--- src/rtl/mult_seq_pkg.sv ---
// Shared types and sizing helpers for the sequential shift-add multiplier.
//   state_e          : controller states (idle / calculating / done)
//   cnt_width()      : step-counter width for a given operand width, $clog2(WIDTH+1)
//   DefaultCntWidth  : counter width for the default 8-bit build
package mult_seq_pkg;

    typedef enum logic [1:0] {
        StIdle = 2'd0,
        StCalc = 2'd1,
        StDone = 2'd2
    } state_e;

    localparam int unsigned DefaultWidth    = 8;
    localparam int unsigned DefaultCntWidth = $clog2(DefaultWidth + 1);

    function automatic int unsigned cnt_width(input int unsigned width);
        return $clog2(width + 1);
    endfunction

endpackage

--- src/rtl/addsub_n.sv ---
// WIDTH+1-bit combinational adder/subtractor for one multiply step.
//   a_i    : WIDTH+1-bit accumulator {X,A}
//   b_i    : WIDTH-bit addend (already zero when the multiplier bit is 0)
//   sub_i  : 1 = a_i - b_i, 0 = a_i + b_i
//   sext_i : 1 = sign-extend b_i, 0 = zero-extend b_i
//   sum_o  : WIDTH+1-bit result, wraps modulo 2^(WIDTH+1)
module addsub_n #(
    parameter int unsigned WIDTH = 8
) (
    input  logic [WIDTH:0]   a_i,
    input  logic [WIDTH-1:0] b_i,
    input  logic             sub_i,
    input  logic             sext_i,
    output logic [WIDTH:0]   sum_o
);

    logic [WIDTH:0] b_ext;

    always_comb begin
        b_ext = {sext_i & b_i[WIDTH-1], b_i};
        sum_o = sub_i ? (a_i - b_ext) : (a_i + b_ext);
    end

endmodule

--- src/rtl/mult_seq_n.sv ---
// Sequential shift-add multiplier, one multiplier bit per clock.
//   Clk, Reset_n : clock, asynchronous active-low reset
//   Din          : operand bus; B on Load, multiplicand M on start
//   Load         : load B and clear X:A (idle/done only)
//   Run          : rising edge starts an operation (idle/done only)
//   Signed_Mode  : 1 = two's complement, sampled at start
//   Busy, Done   : computing flag, one-cycle completion pulse
//   Product      : {A,B} latched at completion
//   Aval/Bval/Xval : live A, B, X registers (debug)
module mult_seq_n
    import mult_seq_pkg::*;
#(
    parameter int unsigned WIDTH = 8
) (
    input  logic               Clk,
    input  logic               Reset_n,
    input  logic [WIDTH-1:0]   Din,
    input  logic               Load,
    input  logic               Run,
    input  logic               Signed_Mode,
    output logic               Busy,
    output logic               Done,
    output logic [2*WIDTH-1:0] Product,
    output logic [WIDTH-1:0]   Aval,
    output logic [WIDTH-1:0]   Bval,
    output logic               Xval
);

    localparam int unsigned CntW = cnt_width(WIDTH);

    state_e               state_q, state_d;
    logic                 x_q, x_d;
    logic [WIDTH-1:0]     a_q, a_d;
    logic [WIDTH-1:0]     b_q, b_d;
    logic [WIDTH-1:0]     m_q, m_d;
    logic [CntW-1:0]      cnt_q, cnt_d;
    logic [2*WIDTH-1:0]   prod_q, prod_d;
    logic                 sgn_q, sgn_d;
    logic                 done_q, done_d;
    logic                 run_q;

    logic                 start;
    logic                 last;
    logic                 fill;
    logic [WIDTH-1:0]     addend;
    logic [WIDTH:0]       sum;

    assign start  = Run & ~run_q;
    assign last   = (cnt_q == CntW'(WIDTH - 1));
    assign addend = b_q[0] ? m_q : '0;
    // Unsigned mode keeps the carry in X, so the shift brings in a zero.
    assign fill   = sgn_q ? sum[WIDTH] : 1'b0;

    // Sign bit of the multiplier carries negative weight: subtract on the last step.
    addsub_n #(
        .WIDTH (WIDTH)
    ) u_addsub (
        .a_i    ({x_q, a_q}),
        .b_i    (addend),
        .sub_i  (sgn_q & last),
        .sext_i (sgn_q),
        .sum_o  (sum)
    );

    // State register and datapath flops.
    always_ff @(posedge Clk or negedge Reset_n) begin
        if (!Reset_n) begin
            state_q <= StIdle;
            x_q     <= 1'b0;
            a_q     <= '0;
            b_q     <= '0;
            m_q     <= '0;
            cnt_q   <= '0;
            prod_q  <= '0;
            sgn_q   <= 1'b0;
            done_q  <= 1'b0;
            run_q   <= 1'b0;
        end else begin
            state_q <= state_d;
            x_q     <= x_d;
            a_q     <= a_d;
            b_q     <= b_d;
            m_q     <= m_d;
            cnt_q   <= cnt_d;
            prod_q  <= prod_d;
            sgn_q   <= sgn_d;
            done_q  <= done_d;
            run_q   <= Run;
        end
    end

    // Next-state logic; Load takes priority over a start in the same cycle.
    always_comb begin
        state_d = state_q;
        case (state_q)
            StIdle, StDone: begin
                if (Load) begin
                    state_d = StIdle;
                end else if (start) begin
                    state_d = StCalc;
                end
            end
            StCalc: begin
                if (last) begin
                    state_d = StDone;
                end
            end
            default: state_d = StIdle;
        endcase
    end

    // Datapath next values.
    always_comb begin
        x_d    = x_q;
        a_d    = a_q;
        b_d    = b_q;
        m_d    = m_q;
        cnt_d  = cnt_q;
        prod_d = prod_q;
        sgn_d  = sgn_q;
        done_d = 1'b0;
        case (state_q)
            StIdle, StDone: begin
                if (Load) begin
                    b_d = Din;
                    a_d = '0;
                    x_d = 1'b0;
                end else if (start) begin
                    // B is kept so a Run without Load chains on the previous low half.
                    m_d   = Din;
                    a_d   = '0;
                    x_d   = 1'b0;
                    cnt_d = '0;
                    sgn_d = Signed_Mode;
                end
            end
            StCalc: begin
                x_d   = fill;
                a_d   = sum[WIDTH:1];
                b_d   = {sum[0], b_q[WIDTH-1:1]};
                cnt_d = cnt_q + CntW'(1);
                if (last) begin
                    prod_d = {sum[WIDTH:1], sum[0], b_q[WIDTH-1:1]};
                    done_d = 1'b1;
                end
            end
            default: ;
        endcase
    end

    // Outputs.
    always_comb begin
        Busy    = (state_q == StCalc);
        Done    = done_q;
        Product = prod_q;
        Aval    = a_q;
        Bval    = b_q;
        Xval    = x_q;
    end

endmodule

--- config.mk ---
export PLATFORM = sky130hd
export DESIGN_NAME = mult_seq_n
export DESIGN_NICKNAME = d
export VERILOG_FILES = /design/src/rtl/mult_seq_pkg.sv /design/src/rtl/addsub_n.sv /design/src/rtl/mult_seq_n.sv
export SDC_FILE = /design/constraint.sdc
export NUM_CORES = 1
export LEC_CHECK = 0
export ABC_AREA = 0
export BUFFER_PORTS_ARGS = -buffer_cell sky130_fd_sc_hd__buf_2
export CELL_PAD_IN_SITES_DETAIL_PLACEMENT = 1
export CELL_PAD_IN_SITES_GLOBAL_PLACEMENT = 1
export CORE_MARGIN = 10
export CORE_UTILIZATION = 40
export DETAILED_ROUTE_END_ITERATION = 16
export HOLD_SLACK_MARGIN = 0.15
export PLACE_DENSITY_LB_ADDON = 0.1
export SETUP_SLACK_MARGIN = 0.4
export SYNTH_ARGS = -nofsm -noshare
export SYNTH_HDL_FRONTEND = slang
export SYNTH_HIERARCHICAL = 1
export SYNTH_SLANG_ARGS = --single-unit
--- constraint.sdc ---
create_clock -name Clk -period 3.32 [get_ports Clk]
set_clock_uncertainty 0.1 [all_clocks]
set_input_delay 0.498 -clock Clk [delete_from_list [all_inputs] [get_ports Clk]]
set_output_delay 0.498 -clock Clk [all_outputs]
set_load 0.02 [all_outputs]
# After elaboration in Yosys (flattened, before gate mapping)
# Index checks and enable logic that the tools add are counted.
[word_totals]
elab_cells = 55
regBits = 50
input_bits = 13
[op_classes]
reduce_logical = 9
n_addsub = 3
mux = 20
bitwise = 5
eq_ne = 8
[op_table]
columns = ["op", "n"]
rows = [
  ["$mux 8", 4],
  ["$pmux 8 s2", 2],
  ["$add 9x9->9", 1],
  ["$mux 9", 1],
  ["$sub 9x9->9", 1],
  ["$mux 4", 2],
  ["$pmux 4 s2", 1],
  ["$reduce_and 2->1", 4],
  ["$mux 2", 3],
  ["$ne 2x2->1 const B", 3],
  ["$reduce_and 3->1", 2],
  ["$mux 1", 5],
  ["$add 4x1->4 const B", 1],
  ["$eq 4x3->1 const B", 1],
  ["$pmux 2 s2", 1],
  ["$and 1x1->1", 3],
  ["$ne 3x3->1 const B", 1],
  ["$eq 2x1->1 const B", 1],
  ["$eq 2x2->1 const B", 1],
  ["$logic_not 2->1", 1],
  ["$ne 2x1->1 const B", 1],
  ["$not 1->1", 2],
  ["$pmux 1 s2", 1],
  ["$reduce_bool 2->1", 1],
  ["$reduce_or 2->1", 1],
]

# Depth between registers and ports, before layout
[logic_depth]
ltp_word = 6
mapped_depth = 16

# Modules after synthesis
# Netlist, hierarchy kept.
[modules_own_cells]
columns = ["module", "area_each_um2", "seq_area_each_um2", "cells_each", "n_inst"]
rows = [
  ["mult_seq_n", 2270.9, 1251.2, 167, 1],
  ["addsub_n", 533.0, 0.0, 68, 1],
]

# Least setup slack after synthesis
# Ideal clock, no wire load.
[synth_path]
path_type = "register to register"
from = "reg cnt_q[0]"
to = "reg a_q[7], in the netlist Aval[7]"
path_stages_with_launch = 15
t_arrival_ps = 2899
synth_period_minus_slack_ps = 3120
path_buffers = 1
slack_ps = 200
cell_sequence = "dfrtp_1 -> ha_1 -> nand2_1 -> nor2_1 -> and2_1 -> buf_2 -> mux2_2 -> fa_1 -> nor2b_4 -> o31a_1 -> nand2b_4 -> a31oi_4 -> xnor2_1 -> mux2_2 -> a22o_1"
[synth_via]
elab_chain_len = 4
[synth_rtl]
columns = ["item", "line", "text"]
rows = [
  ["from (decl)", "mult_seq_n.sv:36", "logic [CntW-1:0] cnt_q, cnt_d;"],
  ["from (signal assigned)", "mult_seq_n.sv:84", "cnt_q <= cnt_d;"],
  ["$eq 4x3->1", "mult_seq_n.sv:49", "assign last = (cnt_q == CntW'(WIDTH - 1));"],
  ["$and 1x1->1", "mult_seq_n.sv:60", ".sub_i (sgn_q & last),"],
  ["$mux 9", "addsub_n.sv:21", "sum_o = sub_i ? (a_i - b_ext) : (a_i + b_ext);"],
  ["via sum[8]", "mult_seq_n.sv:46", "logic [WIDTH:0] sum;"],
  ["$pmux 8 s2", "mult_seq_n.sv:122", "case (state_q)"],
  ["to (signal assigned)", "mult_seq_n.sv:70", "a_q <= '0;"],
  ["to (signal assigned)", "mult_seq_n.sv:81", "a_q <= a_d;"],
  ["to (decl)", "mult_seq_n.sv:33", "logic [WIDTH-1:0] a_q, a_d;"],
]
# The timed path passes the listed nets, and every way through them passes these cells.
# A chain may end at the register's enable or synchronous reset.

# Final worst setup path
[layout_path]
from = "reg cnt_q[1]"
to = "reg a_q[4], in the netlist Aval[4]"
# The elaborated chain is that of the path after synthesis.

==> qor.txt <==
Routed Wire Length = 7040 um
Initial Util = 41.3%
area of the multi-input gates = 1630 um2
critical path launch point type = flip-flop
DP Worst Slack = 0.137 ns
Netlist cell types = 44
ys flop type = dfrtp_1
CP arrival = 3.16 ns
RSZ-0062 raised after global routing = true
CTS Buffer Depth = 2
Synth Area in Compound Gates = 12.4%
first-pass GRT wire length = 11,300 um
CP Cell Sequence = ha_4 -> nand2_4 -> nor2_4 -> and2_4 -> mux2_4 -> inv_2 -> ha_4 -> nor2b_4 -> o31a_1 -> o21ai_2 -> nor2b_2 -> xnor2_1 -> mux2_4 -> a22o_1
Fillers = 723
CTS buffer count = 5
area fraction of the dominant cell type after synthesis = 44.6%
Max Slew Vio Count = 0
Area contributors post-synth = dfrtp_1, mux2_2, ha_1
residual DRC count = 0
Syn Inst Count = 235
Async S/R FF share, synth = 100%
synth warn = 6
Max-cap violations = 0
setup violators final = 0
# diodes = 0
Worst EP required = 3.43 ns
GRT overflow = 0
Worst Hold Class = input port to flip-flop
initial antenna violation count = 0
Post-Synth Simple-Gate Area = 12.3%
Hold Vio Cnt, Final = 0
post-synthesis xor/xnor area fraction = 4.37%
clock slew at reported path FFs = 0.10 ns
Vias = 2,055
CP max-delay cell = dfrtp_1
DRT antenna net count = 0
fmax = 328 MHz
RePlAce Congestion = 0.796
Ports = 48
fin crit share = 91.9%
slew margin rel. = 43.3%
status = complete, no violations
Die Height = 104 um
Final Util = 52.5%
Avg WL per Cell = 17.6 um
Iteration-0 DRC Markers = 57
mux cell area share after synthesis = 17.2%
adder-cell share of the synthesized area = 5.18%
min Tclk post-route = 3.05 ns
cell area after synthesis = 2800 um2
vias in the first global route = 2,225
final setup margin = 0.268 ns
1st-pass router iterations = 4
Core Footprint = 6790 um2
later-pin clock latency in the skew report = 0.31 ns
register area = 1250 um2
EDFF count, synth = 0
critical path's largest stage delay = 0.41 ns
Max FO, Critical Path = 3
largest family of logic cells by synthesized area = multiplexers
CP Class = flip-flop to flip-flop
vias per cell = 5.14
Layout Nets = 327
Synthesized Nets = 259
layout cells sized above 1 = 50.3%
area grow syn2layout = 27.2%
Synth Register Bits = 50
Least-Margin Pin Slew = 0.846 ns
largest net degree at the start of global routing = 28
Worst setup EP type = flip-flop
clk sink count = 50
Syn Area/Cell = 11.9 um2
root buf cell = clkbuf_8
FP Rows = 30
Die Width = 104 um
number of buffers added on ports = 47
TNS Setup = 0 ns
CTS tree = yes
Synth area leader = dfrtp_1
sequential-to-total area share from yosys stat = 44.6%
H-tree Lvls = 2
die area = 10,800 um2
gr usage total = 12.5%
DPL Wire Length = 4980 um
-- layout make-up --
class                      count  area share [%]
multi-input combinational    165            45.8
clock buffer                   6            2.31
inverter                       9           0.947
tap                           96            3.37
clock inverter                 2           0.351
sequential                    50            35.1
timing repair buffer          72            12.1
-- registers in the layout, summed over array words and instances, names as in the netlist --
signal and count:
cnt_q 4, run_q 1, Aval 8, Bval 8, state_q 2, Xval 1
Product 16, sgn_q 1, Done 1, m_q 8
-- critical path, delay by kind of cell, from the launching register on --
family	cells	cell delay, ns
fa+ha+maj	2	0.36
simple gates	5	0.65
flops	1	0.41
mux	2	0.60
compound gates	3	0.66
buf+inv	1	0.07
xor+xnor	1	0.09
-- stage by stage --
step	cells	cell area, um2	hold WS [ns]
floorplan	235	2850	0.102
global placement	373	3170	0.366
detailed placement	373	3170	0.367
CTS	394	3400	0.217
global route	400	3570	0.211
finish	400	3570	0.219
-- synthesized netlist by cell type (all sizes together) (3+ instances only) --
cell type,n
inv,9
nor2b,10
o21ai,8
clkbuf,5
nor2,8
and2,9
nand2,7
buf,6
a22o,9
ha,10
a21oi,12
a211oi,7
xor2,3
mux2,34
dfrtp,50
nor3,5
nand2b,3
xnor2,11
mux2i,7
o21a,3
-- repair_timing --
action / CTS / global route
pin swaps: 11 / 12
resized for setup: 11 / 23
gates cloned: 0 / 0
hold buffers: 1 / 0
setup buffers: 12 / 6
hold endpoints to repair: 18 / 0
setup endpoints to repair: 8 / 11
-- layer usage --
metal | global-route usage [%] | share of wire, % | vias to the layer above
li1 | - | - | 972
met5 | 0 | 0 | -
met1 | 15.5 | 45 | 1040
met2 | 20.3 | 49 | 37
met4 | 3.58 | 1.2 | 0
met3 | 3.90 | 4.8 | 6
-- worst paths after layout --
check	slack [ns]	cells past startpoint	end	start
max	0.27	14	Aval[4]$_DFFE_PN0P_	cnt_q[1]$_DFFE_PN0P_
min	0.22	1	run_q$_DFF_PN0_	Run
max reg2reg	0.27	14	Aval[4]$_DFFE_PN0P_	cnt_q[1]$_DFFE_PN0P_
min reg2reg	0.41	1	Product[14]$_DFFE_PN0P_	Product[14]$_DFFE_PN0P_
max in group asynchronous	1.97	3	Aval[0]$_DFFE_PN0P_	Reset_n
min in group asynchronous	0.56	2	Done$_DFF_PN0_	Reset_n
-- cells by family after synthesis --
kind of cell    after synthesis
simple gates                 50
buf+inv                      20
fa+ha+maj                    11
mux                          41
flops                        50
compound gates               49
xor+xnor                     14
-- cells in the final DEF (no fill, tap or decap), types with 5 or more instances in the layout --
| cell type | instances |
|---|---|
| nor2b_1 | 7 |
| dfrtp_1 | 49 |
| xnor2_1 | 6 |
| mux2i_1 | 7 |
| ha_1 | 6 |
| buf_2 | 47 |
| a211oi_1 | 7 |
| mux2_4 | 12 |
| and2_1 | 6 |
| mux2_2 | 22 |
| a21oi_1 | 11 |
| clkbuf_8 | 6 |
| xnor2_2 | 5 |
| o21ai_0 | 6 |
| buf_4 | 22 |
| nand2_1 | 6 |
| a22o_1 | 9 |
| inv_1 | 6 |
Power is left out: the tool's default activity adds up to more than one toggle a clock period on the data nets, which glitch-free logic cannot reach.
